**config.mk**
```make
export PLATFORM = sky130hd
export DESIGN_NAME = video_outport
export DESIGN_NICKNAME = d
export VERILOG_FILES = /design/src/rtl/video_out_pkg.sv /design/src/rtl/switch_debounce.sv /design/src/rtl/video_outport.sv
export SDC_FILE = /design/constraint.sdc
export NUM_CORES = 1
export LEC_CHECK = 0
export CAP_MARGIN = 25
export CORE_MARGIN = 4
export CORE_UTILIZATION = 45
export DETAILED_ROUTE_END_ITERATION = 7
export PLACE_DENSITY = 0.67
export SLEW_MARGIN = 20
export SYNTH_ARGS = -nofsm -noshare
export SYNTH_HDL_FRONTEND = slang
export SYNTH_SLANG_ARGS = --single-unit
```
**constraint.sdc**
```tcl
create_clock -name clk -period 5.6 [get_ports clk]
set_clock_uncertainty 0.15 [all_clocks]
set_input_delay 1.12 -clock clk [delete_from_list [all_inputs] [get_ports clk]]
set_output_delay 1.12 -clock clk [all_outputs]
set_load 0.01 [all_outputs]
```
**src/rtl/video_out_pkg.sv**
```systemverilog
// Shared tint encodings and palette for the video output stage.
package video_out_pkg;

  typedef enum logic [1:0] {
    TINT_GREEN  = 2'b00,
    TINT_YELLOW = 2'b01,
    TINT_WHITE  = 2'b10,
    TINT_RED    = 2'b11
  } tint_e;

  localparam logic [2:0] RGB_GREEN  = 3'b010;
  localparam logic [2:0] RGB_YELLOW = 3'b110;
  localparam logic [2:0] RGB_WHITE  = 3'b111;
  localparam logic [2:0] RGB_RED    = 3'b100;

  function automatic logic [2:0] tint_to_rgb(input tint_e t);
    tint_to_rgb = RGB_GREEN;
    case (t)
      TINT_GREEN:  tint_to_rgb = RGB_GREEN;
      TINT_YELLOW: tint_to_rgb = RGB_YELLOW;
      TINT_WHITE:  tint_to_rgb = RGB_WHITE;
      TINT_RED:    tint_to_rgb = RGB_RED;
    endcase
  endfunction

endpackage

```
**src/rtl/switch_debounce.sv**
```systemverilog
// Two-flop synchroniser plus saturating stability counter for async board switches.
module switch_debounce #(
  parameter int LEN   = 65536,
  parameter int WIDTH = 2
) (
  input  logic             clk,
  input  logic             reset,
  input  logic [WIDTH-1:0] sw_async_i,
  output logic [WIDTH-1:0] sw_stable_o
);

  localparam int CW = $clog2(LEN);
  localparam logic [CW-1:0] CNT_MAX = CW'(LEN - 1);

  logic [WIDTH-1:0] sync1_q, sync2_q;
  logic [WIDTH-1:0] cand_q, cand_d;
  logic [WIDTH-1:0] stable_q, stable_d;
  logic [CW-1:0]    cnt_q, cnt_d;

  always_ff @(posedge clk) begin
    if (reset) begin
      sync1_q  <= '0;
      sync2_q  <= '0;
      cand_q   <= '0;
      cnt_q    <= '0;
      stable_q <= '0;
    end else begin
      sync1_q  <= sw_async_i;
      sync2_q  <= sync1_q;
      cand_q   <= cand_d;
      cnt_q    <= cnt_d;
      stable_q <= stable_d;
    end
  end

  // Any disagreement restarts the count; once full the counter holds and keeps accepting.
  always_comb begin
    cand_d   = cand_q;
    cnt_d    = cnt_q;
    stable_d = stable_q;
    if (sync2_q != cand_q) begin
      cand_d = sync2_q;
      cnt_d  = '0;
    end else if (cnt_q == CNT_MAX) begin
      stable_d = cand_q;
    end else begin
      cnt_d = cnt_q + CW'(1);
    end
  end

  assign sw_stable_o = stable_q;

endmodule

```
**src/rtl/video_outport.sv**
```systemverilog
// HDMI output stage: pixel strobe/clock divider, two-stage aligned pipeline, mono tint, power-down hold.
// Optional macro VIDEO_OUTPORT_DE_BLANK_EN blanks colour outside display_enable.
module video_outport
  import video_out_pkg::*;
#(
  parameter int CLK_DIV      = 2,
  parameter int MONO         = 1,
  parameter int DEBOUNCE_LEN = 65536,
  parameter bit VS_POL       = 1'b0
) (
  input  logic       clk,
  input  logic       reset,
  input  logic [2:0] pix_rgb,
  input  logic       pix_int,
  input  logic       hsync,
  input  logic       vsync,
  input  logic       display_enable,
  input  logic       switch2,
  input  logic       switch3,
  output logic       hdmi_red,
  output logic       hdmi_grn,
  output logic       hdmi_blu,
  output logic       hdmi_int,
  output logic       hdmi_hs,
  output logic       hdmi_vs,
  output logic       hdmi_de,
  output logic       hdmi_clk,
  output logic       hdmi_pd
);

  localparam int DW = $clog2(CLK_DIV);
  localparam logic [DW-1:0] DIV_LAST = DW'(CLK_DIV - 1);
  localparam logic [DW-1:0] DIV_HALF = DW'(CLK_DIV / 2);

  logic [DW-1:0] div_q, div_d;
  logic          hclk_q, hclk_d;
  logic          pix_ce;

  logic [2:0] s1_rgb_q;
  logic       s1_int_q, s1_hs_q, s1_vs_q, s1_de_q;
  logic [2:0] s2_rgb_q, s2_rgb_d;
  logic       s2_int_q, s2_int_d, s2_hs_q, s2_vs_q, s2_de_q;

  tint_e      tint_q, tint_d;
  logic       pd_q, pd_d;
  logic       frame_edge;
  logic [1:0] sw_stable;

  switch_debounce #(
    .LEN   (DEBOUNCE_LEN),
    .WIDTH (2)
  ) u_switch_debounce (
    .clk         (clk),
    .reset       (reset),
    .sw_async_i  ({switch2, switch3}),
    .sw_stable_o (sw_stable)
  );

  assign pix_ce = (div_q == DIV_LAST);
  assign div_d  = pix_ce ? '0 : div_q + DW'(1);
  // Transmitter clock rises mid-pixel so the data is already settled.
  assign hclk_d = (div_d >= DIV_HALF);

  // Frame edge: the strobe on which S1 vsync moves into its active level.
  assign frame_edge = pix_ce && (vsync == VS_POL) && (s1_vs_q != VS_POL);
  assign tint_d     = frame_edge ? tint_e'(sw_stable) : tint_q;
  assign pd_d       = pd_q | frame_edge;

  always_comb begin
    s2_rgb_d = s1_rgb_q;
    s2_int_d = s1_int_q;
    if (MONO != 0) begin
      s2_rgb_d = s1_rgb_q[0] ? tint_to_rgb(tint_q) : 3'b000;
    end
`ifdef VIDEO_OUTPORT_DE_BLANK_EN
    if (!s1_de_q) begin
      s2_rgb_d = 3'b000;
      s2_int_d = 1'b0;
    end
`endif
  end

  always_ff @(posedge clk) begin
    if (reset) begin
      div_q    <= '0;
      hclk_q   <= 1'b0;
      s1_rgb_q <= '0;
      s1_int_q <= 1'b0;
      s1_hs_q  <= 1'b0;
      s1_vs_q  <= 1'b0;
      s1_de_q  <= 1'b0;
      s2_rgb_q <= '0;
      s2_int_q <= 1'b0;
      s2_hs_q  <= 1'b0;
      s2_vs_q  <= 1'b0;
      s2_de_q  <= 1'b0;
      tint_q   <= TINT_GREEN;
      pd_q     <= 1'b0;
    end else begin
      div_q  <= div_d;
      hclk_q <= hclk_d;
      tint_q <= tint_d;
      pd_q   <= pd_d;
      if (pix_ce) begin
        s1_rgb_q <= pix_rgb;
        s1_int_q <= pix_int;
        s1_hs_q  <= hsync;
        s1_vs_q  <= vsync;
        s1_de_q  <= display_enable;
        s2_rgb_q <= s2_rgb_d;
        s2_int_q <= s2_int_d;
        s2_hs_q  <= s1_hs_q;
        s2_vs_q  <= s1_vs_q;
        s2_de_q  <= s1_de_q;
      end
    end
  end

  assign hdmi_red = s2_rgb_q[2];
  assign hdmi_grn = s2_rgb_q[1];
  assign hdmi_blu = s2_rgb_q[0];
  assign hdmi_int = s2_int_q;
  assign hdmi_hs  = s2_hs_q;
  assign hdmi_vs  = s2_vs_q;
  assign hdmi_de  = s2_de_q;
  assign hdmi_clk = hclk_q;
  assign hdmi_pd  = pd_q;

endmodule

```
Word-level counts from Yosys, hierarchy flattened
Index checks and enable logic that the tools add are counted.
- input bits: 11
- output and inout bits: 9
- flip-flop bits (word level): 41
- word-level logic and storage cells: 38
- magnitude comparators: 1
- muxes and demuxes: 3
- equality and inequality tests: 5
- bitwise operators: 3
- reductions and logical operators: 5
- $add $sub $neg: 2
- operator list (cell ; number):
    $add 16x1->16 const B ; 1
    $eq 16x16->1 const B ; 1
    $pmux 3 s4 ; 1
    $eq 2x2->1 const B ; 2
    $mux 3 ; 1
    $eq 2x1->1 const B ; 1
    $logic_and 1x1->1 ; 2
    $logic_not 2->1 ; 1
    $ne 2x2->1 ; 1
    $not 1->1 ; 2
    $reduce_and 2->1 ; 1
    $reduce_or 2->1 ; 1
    $add 1x1->1 const B ; 1
    $ge 1x1->1 const B ; 1
    $mux 1 ; 1
    $or 1x1->1 ; 1

Longest topological paths before layout
Gate-level depths: netlist of run 1.
- depth in word-level cells: 4
- mapped depth: 7
- gate-level depth less buffers: 5

Hierarchy
A second synthesis of run 1 with hierarchy kept.
- cells, all modules: 173
- area total of the unflattened synthesis: 1689.1 sq um
- modules (own cells, without submodules) (module ; sequential area each (sq um) ; cells an instance ; area each (sq um) ; instances):
    switch_debounce ; 480.5 ; 117 ; 1098.6 ; 1
    video_outport ; 320.3 ; 56 ; 590.6 ; 1

Worst setup path before layout of run 1
OpenSTA, ideal clock, no wires.
- kind: input port to flip-flop
- from: in reset
- to: reg u_switch_debounce.cnt_q[11]
- stages on the path: 4
- buffers on the path: 1
- data required time: 5.391 ns
- path slack: 3.222 ns
- data arrival time: 2.168 ns
- library setup time: 0.059 ns
- cell sequence: or3_1 > clkbuf_1 > or4_1 > nand2_1
- cells in the longest elaborated chain, start to end: 1
- ends and longest elaborated chain (element ; RTL line ; RTL):
    from (decl) ; video_outport.sv:12 ; input logic reset,
    $reduce_or 2->1 (no source line) ; -- ;
    to (signal assigned) ; switch_debounce.sv:31 ; cnt_q <= cnt_d;
    to (decl) ; switch_debounce.sv:18 ; logic [CW-1:0] cnt_q, cnt_d;
Every way passes these cells.
A chain may end at the register's enable or synchronous reset.

Worst setup path in the final report of run 1
Same ends and word-level chain as after synthesis.

==> results of run 1 <==
==> cell type report <==
| cell class | instances | area, µm² |
|---|---|---|
| Clock buffer | 8 | 58.8 |
| Fill cell | 309 | 1510 |
| Inverter | 2 | 7.51 |
| Multi-Input combinational cell | 123 | 773 |
| Sequential cell | 40 | 801 |
| Tap cell | 46 | 57.6 |
| Timing Repair Buffer | 18 | 178 |
==> cell families (layout without fill, tap and decap cells) <==
| kind of cell | count (synthesis) | in the layout | share of synthesized area [%] |
|---|---|---|---|
| simple gates | 77 | 77 | 27.0 |
| flops | 40 | 40 | 49.7 |
| compound gates | 31 | 31 | 11.5 |
| buf+inv | 10 | 28 | 2.64 |
| mux | 9 | 9 | 5.59 |
| xor+xnor | 5 | 5 | 2.72 |
| fa+ha+maj | 1 | 1 | 0.777 |
==> cell usage in the layout, fill, tap and decap left out, types with 3 or more instances in the layout <==
master and instances:
dfxtp_1 40, nor2_1 17, clkdlybuf4s50_1 17, a21oi_1 15
nand2_1 11, mux2i_1 9, nand3_1 7, nor2b_1 6
o21ai_0 6, clkbuf_4 5, xor2_1 4, or3_1 4
nand2b_1 4, nor4_1 4, nor3_1 4, or4_1 4
nand4_1 3, and4_1 3, o31ai_1 3
==> registers in the layout, indices dropped and copies added, names as in the netlist, 2 cells and up <==
name / flops
u_switch_debounce.cnt_q: 16
s2_rgb_q: 3
tint_q: 2
u_switch_debounce.cand_q: 2
u_switch_debounce.sw_stable_o: 2
u_switch_debounce.sync1_q: 2
u_switch_debounce.sync2_q: 2
==> power groups by stage <==
| stage | clock (W) | sequential [W] | combinational, W |
|---|---|---|---|
| floorplan | 0 | 0.000303 | 0.0000195 |
| global placement | 0 | 0.000305 | 0.0000285 |
| detailed placement | 0 | 0.000306 | 0.0000293 |
| CTS | 0.000155 | 0.000299 | 0.0000294 |
| global route | 0.000168 | 0.000301 | 0.0000328 |
| finish | 0.000148 | 0.000299 | 0.0000290 |
==> metal layers <==
layer / routed length (µm) / vias to the layer above
met5: 0 / -
met4: 55 / 0
met3: 128 / 6
met2: 1400 / 26
met1: 1280 / 608
li1: - / 662
==> metrics by stage <==
step	utilization (%)	hold slack [ps]	area [µm²]	cells	setup slack [ps]
6_report	55.3	297	1880	237	2400
2_1_floorplan	-	264	1610	173	3220
5_1_grt	55.3	326	1880	237	2240
3_5_place_dp	53.6	279	1820	229	2020
4_1_cts	55.3	304	1880	237	2380
3_3_place_gp	53.6	270	1820	229	2030
==> worst max-delay path by stage <==
stage | startpoint | to | cells after the start
3_5_place_dp | reset | u_switch_debounce.cnt_q[11]$_SDFFE_PP0P_ | 4
2_1_floorplan | reset | u_switch_debounce.cnt_q[11]$_SDFFE_PP0P_ | 4
5_1_grt | reset | u_switch_debounce.cnt_q[11]$_SDFFE_PP0P_ | 4
3_3_place_gp | reset | u_switch_debounce.cnt_q[11]$_SDFFE_PP0P_ | 4
4_1_cts | reset | u_switch_debounce.cnt_q[11]$_SDFFE_PP0P_ | 4
6_report | reset | u_switch_debounce.cnt_q[11]$_SDFFE_PP0P_ | 4
==> critical path: stages <==
cell and delay [ps]:
clkdlybuf4s50_1 810, or3_1 760, or4_1 580, nand2_1 70
==> results_dict.tcl, run 1 <==
set metrics [dict create \
    status "completed" \
    max_cap_violations 0 \
    crit_arrival_ps 3340 \
    rrSetupSlack_ps 2980 \
    power.density_nw_per_um2 254 \
    drive_above_1_share_pct 8.38 \
    endpoint_kind "flop" \
    n_antenna_cell 0 \
    grt_pass1_vias 1183 \
    synth_top_area_share_pct 49.7 \
    syn_area_per_cell_um2 9.31 \
    routedWlPerCell_um 12.1 \
    drv_slew 0 \
    vias 1302 \
    clock_tree.root_cell "clkbuf_4" \
    first_pass_iters 5 \
    grt_use_met3_pct 5.58 \
    cts.sinks 40 \
    final_hold_viol_count 0 \
    busiest_layer "met2" \
    synthArstFlopShare_pct 0 \
    synthTopCellsByCount "40 x dfxtp_1, 17 x nor2_1, 15 x a21oi_1" \
    post-cts-setup-buffers 0 \
    ys_seq_area_share_pct 49.7 \
    die_w_um 67.8 \
    totalPowerFinal_w 0.000476 \
    synth_edf_count 0 \
    cp_max_fo 25 \
    synth_area_um2 1610 \
    path_class "primary input to flop" \
    fmax_ghz 0.312 \
    required_ps 5740 \
    syn_to_final_growth_pct 16.5 \
    overflow 0 \
    drt-initial-drc-count 93 \
    synthTopCellsByArea "dfxtp_1 50%, mux2i_1 5.6%, a21oi_1 4.7%" \
    grt_max_degree 26 \
    fin_nets 202 \
    start_util_pct 47.5 \
    leakagePower_nw 0.657 \
    syn_inst 173 \
    antenna_left 0 \
    clock_path_buffers 2 \
    fin_crit_ps 3200 \
    yosysTopAreaCell "dfxtp_1" \
    finalCritPeriodShare_pct 57.2 \
    io_buffer_count 17 \
    r2r-end "u_switch_debounce.sw_stable_o[0]$_SDFFE_PP0P_" \
    cp-start-kind "primary input" \
    rows 21 \
    cts.clk_slew.worst_paths_ps 110 \
    groute.usage.overall_pct 14.5 \
    internal_power_w 0.000369 \
    worst_slew_pin_slew_ps 811 \
    synth_cell_type_count 38 \
    combPwrFrac_pct 6.1 \
    antenna_found_initial 0 \
    relSlewSlack_pct 45.5 \
    core_um2 3390 \
    rr_worst_depth 6 \
    min_path_type "flop to flop" \
    yosysWarnings 0 \
    ys_seq_elements 40 \
    place.gp.congestion 0.881 \
    rsz0062_at_grt "false" \
    die_h_um 67.8 \
    place_hpwl_mm 2.05 \
    hold_end "u_switch_debounce.sync2_q[1]$_SDFF_PP0_" \
    drc 0 \
    p_sw_w 0.000106 \
    clk_latency_ps 340 \
    gr-usage-met1_pct 16.8 \
    synth_nets 185 \
    die-area_um2 4600 \
    use_met2_pct 23.5 \
    seq_power_share_pct 62.9 \
    synth_most_common_cell "dfxtp_1" \
    swShare_pct 22.3 \
    cts-hold-fix-buffers 0 \
    fin_setup_tns_ps 0 \
    synthFlopType "dfxtp_1" \
    via_per_inst 5.49 \
    numCtsBuffers 5 \
    cts_tree "yes" \
    regToRegStartpoint "u_switch_debounce.cnt_q[0]$_SDFFE_PP0P_" \
    h-tree-depth 2 \
    peakVddDrop_uv 146 \
    clkPwrFrac_pct 31.0 \
    grt_pass1_wl_mm 5.02 \
    cts-resized-gates 0 \
    finalSetupViolations 0 \
    hold_path_depth 1 \
    hold_path_startpoint "u_switch_debounce.sync1_q[1]$_SDFF_PP0_" \
    io_pins 20 \
    routed_wl_mm 2.87 \
]
No activity file was read; power rests on OpenSTA's default activity.
==> run 2: changes to the inputs <==
--- a/config.mk
+++ b/config.mk
@@ -9,7 +9,7 @@
 export CORE_MARGIN = 4
 export CORE_UTILIZATION = 45
 export DETAILED_ROUTE_END_ITERATION = 7
-export PLACE_DENSITY = 0.67
+export PLACE_DENSITY = 0.69
 export SLEW_MARGIN = 20
 export SYNTH_ARGS = -nofsm -noshare
 export SYNTH_HDL_FRONTEND = slang
==> constraint.sdc (replaced) <==
create_clock -name clk -period 2.7 [get_ports clk]
set_clock_uncertainty 0.15 [all_clocks]
set_input_delay 0.54 -clock clk [delete_from_list [all_inputs] [get_ports clk]]
set_output_delay 0.54 -clock clk [all_outputs]
set_load 0.01 [all_outputs]
==> results_dict.tcl, run 2 (same netlist as run 1, synthesis figures left out) <==
set metrics [dict create \
    relSlewSlack_pct 65.8 \
    min_path_type "flop to flop" \
    antenna_found_initial 0 \
    path_class "flop to flop" \
    busiest_layer "met2" \
    max_stage_delay_ps 440 \
    use_met2_pct 25.5 \
    mostFrequentLayoutCell "dfxtp_1" \
    drv_slew 0 \
    cp-start-kind "flop" \
    numCtsBuffers 5 \
    peakVddDrop_uv 539 \
    max_cap_violations 0 \
    overflow 0 \
    drc 0 \
    multiInputGateArea_um2 773 \
    status "completed" \
    post-cts-setup-buffers 0 \
    cts.sinks 40 \
    grt_max_degree 25 \
    finalSetupViolations 0 \
    fin_setup_tns_ps 0 \
    power.density_nw_per_um2 562 \
    endpoint_kind "flop" \
    critical_path_buf_inv_count 1 \
    totalPowerFinal_w 0.00108 \
    gr-usage-met1_pct 16.6 \
    reg.largest.list "u_switch_debounce.cnt_q x16, s2_rgb_q x3" \
    fin_ws_ps 514 \
    via_per_inst 5.47 \
    io_pins 20 \
    pre_cts_slack_ps 567 \
    clock_path_buffers 2 \
    whs_ps 308 \
    core_um2 3390 \
    routed_wl_mm 2.98 \
    die_w_um 67.8 \
    cts-hold-fix-buffers 0 \
    crit_arrival_ps 2290 \
    die_h_um 67.8 \
    place.gp.congestion 0.786 \
    rrSetupSlack_ps 510 \
    required_ps 2800 \
    crit_family "simple AND/OR/NAND/NOR gates" \
    clock_tree.root_cell "clkbuf_4" \
    cp_slowest_cell "dfxtp_1" \
    largest_reg_flops 16 \
    start_util_pct 47.5 \
    rsz0062_at_grt "false" \
    final.fill_count 304 \
    final_hold_viol_count 0 \
    die-area_um2 4600 \
    n_antenna_cell 0 \
    drt-initial-drc-count 69 \
    first_pass_iters 4 \
    h-tree-depth 2 \
    grt_pass1_wl_mm 5.22 \
    groute.usage.overall_pct 15.0 \
    routedWlPerCell_um 12.4 \
    regArea_um2 801 \
    top_register "u_switch_debounce.cnt_q" \
    cts-resized-gates 0 \
    worst_slew_pin_slew_ps 509 \
    fin_crit_ps 2190 \
    path_cells "ha_1 > nand4_1 > nor4_2 > buf_4 > nand2_1 > a31o_2" \
    cts_tree "yes" \
    place_hpwl_mm 2.14 \
    finalCritPeriodShare_pct 81.0 \
    vias 1319 \
    cp_max_fo 11 \
    cts.clk_slew.worst_paths_ps 130 \
    drive_above_1_share_pct 11.3 \
    rows 21 \
    final_cell_mix "40 x dfxtp_1, 17 x nor2_1, 17 x clkdlybuf4s50_1" \
    syn_to_final_growth_pct 19.7 \
    io_buffer_count 17 \
    leakagePower_nw 0.686 \
    fmax_ghz 0.458 \
    fin_nets 206 \
    grt_use_met3_pct 6.08 \
    antenna_left 0 \
    clk_latency_ps 360 \
    grt_pass1_vias 1256 \
]
==> run 2: changes by cell type in the layout (fill, tap and decap cells not counted) <==
cell        delta
clkinvlp_4     +1
clkbuf_1       -2
clkbuf_8       -1
clkinv_2       +1
buf_4          +4
bufinv_16      +1
==> run 2: area by class of cell <==
type | count | area share (%)
clock buffer | 5 | 1.95
clock inverter | 3 | 2.21
inverter | 2 | 0.390
multi-input combinational | 123 | 40.1
sequential | 40 | 41.6
tap | 46 | 2.99
timing repair buffer | 22 | 10.8
==> run 2: through the flow <==
step           instance area (µm²)  util, %  instances
2_1_floorplan                 1610        -        173
3_3_place_gp                  1850     54.5        233
3_5_place_dp                  1850     54.5        233
4_1_cts                       1930     56.8        241
5_1_grt                       1930     56.8        241
6_report                      1930     56.8        241
==> run 2: final timing paths <==
check | start | cells past startpoint | to
worst max-delay path | u_switch_debounce.cnt_q[0]$_SDFFE_PP0P_ | 6 | u_switch_debounce.sw_stable_o[1]$_SDFFE_PP0P_
worst min-delay path | u_switch_debounce.sync1_q[0]$_SDFF_PP0_ | 1 | u_switch_debounce.sync2_q[0]$_SDFF_PP0_
worst max register to register | u_switch_debounce.cnt_q[0]$_SDFFE_PP0P_ | 6 | u_switch_debounce.sw_stable_o[1]$_SDFFE_PP0P_
worst min register to register | u_switch_debounce.sync1_q[0]$_SDFF_PP0_ | 1 | u_switch_debounce.sync2_q[0]$_SDFF_PP0_
==> run 2: metal layers <==
| layer | part of all wire, % | vias to the layer above |
|---|---|---|
| li1 | - | 664 |
| met1 | 44 | 619 |
| met2 | 49 | 30 |
| met3 | 4.4 | 6 |
| met4 | 1.8 | 0 |
| met5 | 0 | - |
==> run 2: report_power, final <==
group          switching, W  internal (W)  total (W)
combinational     0.0000340     0.0000365  0.0000705
sequential        0.0000105      0.000605   0.000615
clock              0.000203      0.000193   0.000396
==> run 3: changes to the inputs <==
==> constraint.sdc (replaced) <==
create_clock -name clk -period 1.95 [get_ports clk]
set_clock_uncertainty 0.15 [all_clocks]
set_input_delay 0.39 -clock clk [delete_from_list [all_inputs] [get_ports clk]]
set_output_delay 0.39 -clock clk [all_outputs]
set_load 0.01 [all_outputs]
==> results_dict.tcl, run 3 (same netlist as run 1, synthesis figures left out) <==
set metrics [dict create \
    status "completed" \
    totalPowerFinal_w 0.00140 \
    required_ps 2090 \
    final_hold_viol_count 0 \
    cts.clk_slew.worst_paths_ps 120 \
    mostFrequentLayoutCell "dfxtp_1" \
    critPathLaunch "u_switch_debounce.cnt_q[0]$_SDFFE_PP0P_" \
    finalCritPeriodShare_pct 97.9 \
    cts_tree "yes" \
    final.fill_count 308 \
    routed_wl_mm 3.06 \
    grt_pass1_vias 1313 \
    cpMostUsedCell "buf_4" \
    cp-start-kind "flop" \
    final_cell_mix "38 x dfxtp_1, 17 x nor2_1, 17 x clkdlybuf4s50_1" \
    die_h_um 67.8 \
    whs_ps 307 \
    fin_crit_ps 1910 \
    fin_nets 215 \
    core_um2 3390 \
    rsz0062_at_grt "true" \
    drc 0 \
    crit_arrival_ps 2050 \
    place.gp.congestion 0.856 \
    n_antenna_cell 0 \
    r2r-end "u_switch_debounce.cnt_q[3]$_SDFFE_PP0P_" \
    regToRegStartpoint "u_switch_debounce.cnt_q[0]$_SDFFE_PP0P_" \
    critical_path_buf_inv_count 3 \
    leakagePower_nw 0.747 \
    vias 1343 \
    rows 21 \
    rrSetupSlack_ps 40 \
    drive_above_1_share_pct 17.2 \
    cp_max_fo 10 \
    worst_slew_pin_slew_ps 512 \
    clk_latency_ps 340 \
    peakVddDrop_uv 551 \
    io_buffer_count 17 \
    cts-hold-fix-buffers 0 \
    relSlewSlack_pct 65.5 \
    path_class "flop to flop" \
    cp_num_cells 8 \
    syn_to_final_growth_pct 24.7 \
    die_w_um 67.8 \
    regArea_um2 803 \
    rr_worst_depth 8 \
    power.density_nw_per_um2 697 \
    min_path_type "flop to flop" \
    max_cap_violations 0 \
    reg.largest.list "u_switch_debounce.cnt_q x16, s2_rgb_q x3" \
    io_pins 20 \
    endpoint_kind "flop" \
    cp_slowest_cell "dfxtp_2" \
    cts.sinks 40 \
    groute.usage.overall_pct 15.7 \
    clock_tree.root_cell "clkbuf_4" \
    drt-initial-drc-count 67 \
    via_per_inst 5.37 \
    clock_path_buffers 2 \
    path_cells "ha_1 > nand4_1 > buf_4 > nor4_4 > buf_4 > buf_4 > or3_1 > a21oi_1" \
    overflow 0 \
    critPathCapture "u_switch_debounce.cnt_q[3]$_SDFFE_PP0P_" \
    die-area_um2 4600 \
    antenna_found_initial 0 \
    start_util_pct 47.5 \
    numCtsBuffers 5 \
    largest_reg_flops 16 \
    first_pass_iters 4 \
    antenna_left 0 \
    crit_family "simple AND/OR/NAND/NOR gates" \
    grt_pass1_wl_mm 5.49 \
    drv_slew 0 \
    routedWlPerCell_um 12.2 \
    h-tree-depth 2 \
    fin_setup_tns_ps 0 \
    place_hpwl_mm 2.21 \
    finalSetupViolations 0 \
    top_register "u_switch_debounce.cnt_q" \
    grt_max_degree 25 \
    fmax_ghz 0.524 \
    max_stage_delay_ps 340 \
    multiInputGateArea_um2 798 \
]
==> run 3: cell type report <==
| cell class | instances | share of cell area (%) |
|---|---|---|
| Sequential cell | 40 | 40.0 |
| Multi-Input combinational cell | 123 | 39.8 |
| Timing Repair Buffer | 31 | 13.7 |
| Tap cell | 46 | 2.87 |
| Clock buffer | 6 | 2.55 |
| Clock inverter | 2 | 0.748 |
| Inverter | 2 | 0.374 |
==> run 3: how the worst min path moves through the flow <==
stage                                                       start                                      end  slack (ps)  cells past startpoint
after detailed placement  u_switch_debounce.sync1_q[1]$_SDFF_PP0_  u_switch_debounce.sync2_q[1]$_SDFF_PP0_         280                      1
after global placement    u_switch_debounce.sync1_q[1]$_SDFF_PP0_  u_switch_debounce.sync2_q[1]$_SDFF_PP0_         270                      1
after CTS                 u_switch_debounce.sync1_q[0]$_SDFF_PP0_  u_switch_debounce.sync2_q[0]$_SDFF_PP0_         310                      1
after global routing      u_switch_debounce.sync1_q[0]$_SDFF_PP0_  u_switch_debounce.sync2_q[0]$_SDFF_PP0_         330                      1
after floorplan           u_switch_debounce.sync1_q[0]$_SDFF_PP0_  u_switch_debounce.sync2_q[0]$_SDFF_PP0_         260                      1
final                     u_switch_debounce.sync1_q[0]$_SDFF_PP0_  u_switch_debounce.sync2_q[0]$_SDFF_PP0_         310                      1
==> run 3: worst register-to-register path, cell delays in order (launching register included) <==
cell and delay, ps:
dfxtp_2 340, ha_1 210, nand4_1 150, buf_4 160
nor4_4 40, buf_4 180, buf_4 150, or3_1 340
a21oi_1 140
==> run 3: through the flow <==
step                utilization (%)  setup WS, ps  instance area (µm²)  cells
floorplan                         -          65.4                 1620    173
global placement               55.8         -12.1                 1890    239
detailed placement             55.8         -13.4                 1890    239
CTS                            57.8          3.90                 1960    247
global route                   59.2         -57.8                 2010    250
finish                         59.2          40.4                 2010    250
==> run 3: timing repair <==
item                                    in CTS  in global routing
resized for setup                            0                  6
setup buffers                                0                  3
endpoints found under the hold margin        0                  0
endpoints found under the setup margin       0                  7
==> run 3: power breakdown <==
| part | leakage, nW | total, W | switching [W] | internal [W] |
|---|---|---|---|---|
| Sequential | 0.326 | 0.000848 | 0.0000106 | 0.000838 |
| Combinational | 0.391 | 0.000107 | 0.0000512 | 0.0000561 |
| Clock | 0.0305 | 0.000443 | 0.000268 | 0.000175 |
==> run 3: metal layers <==
metal	track usage, %	vias up	wire length, µm
li1	-	684	-
met1	17.1	634	1340
met2	27.8	17	1550
met3	3.94	8	103
met4	8.68	0	65
met5	0	-	0
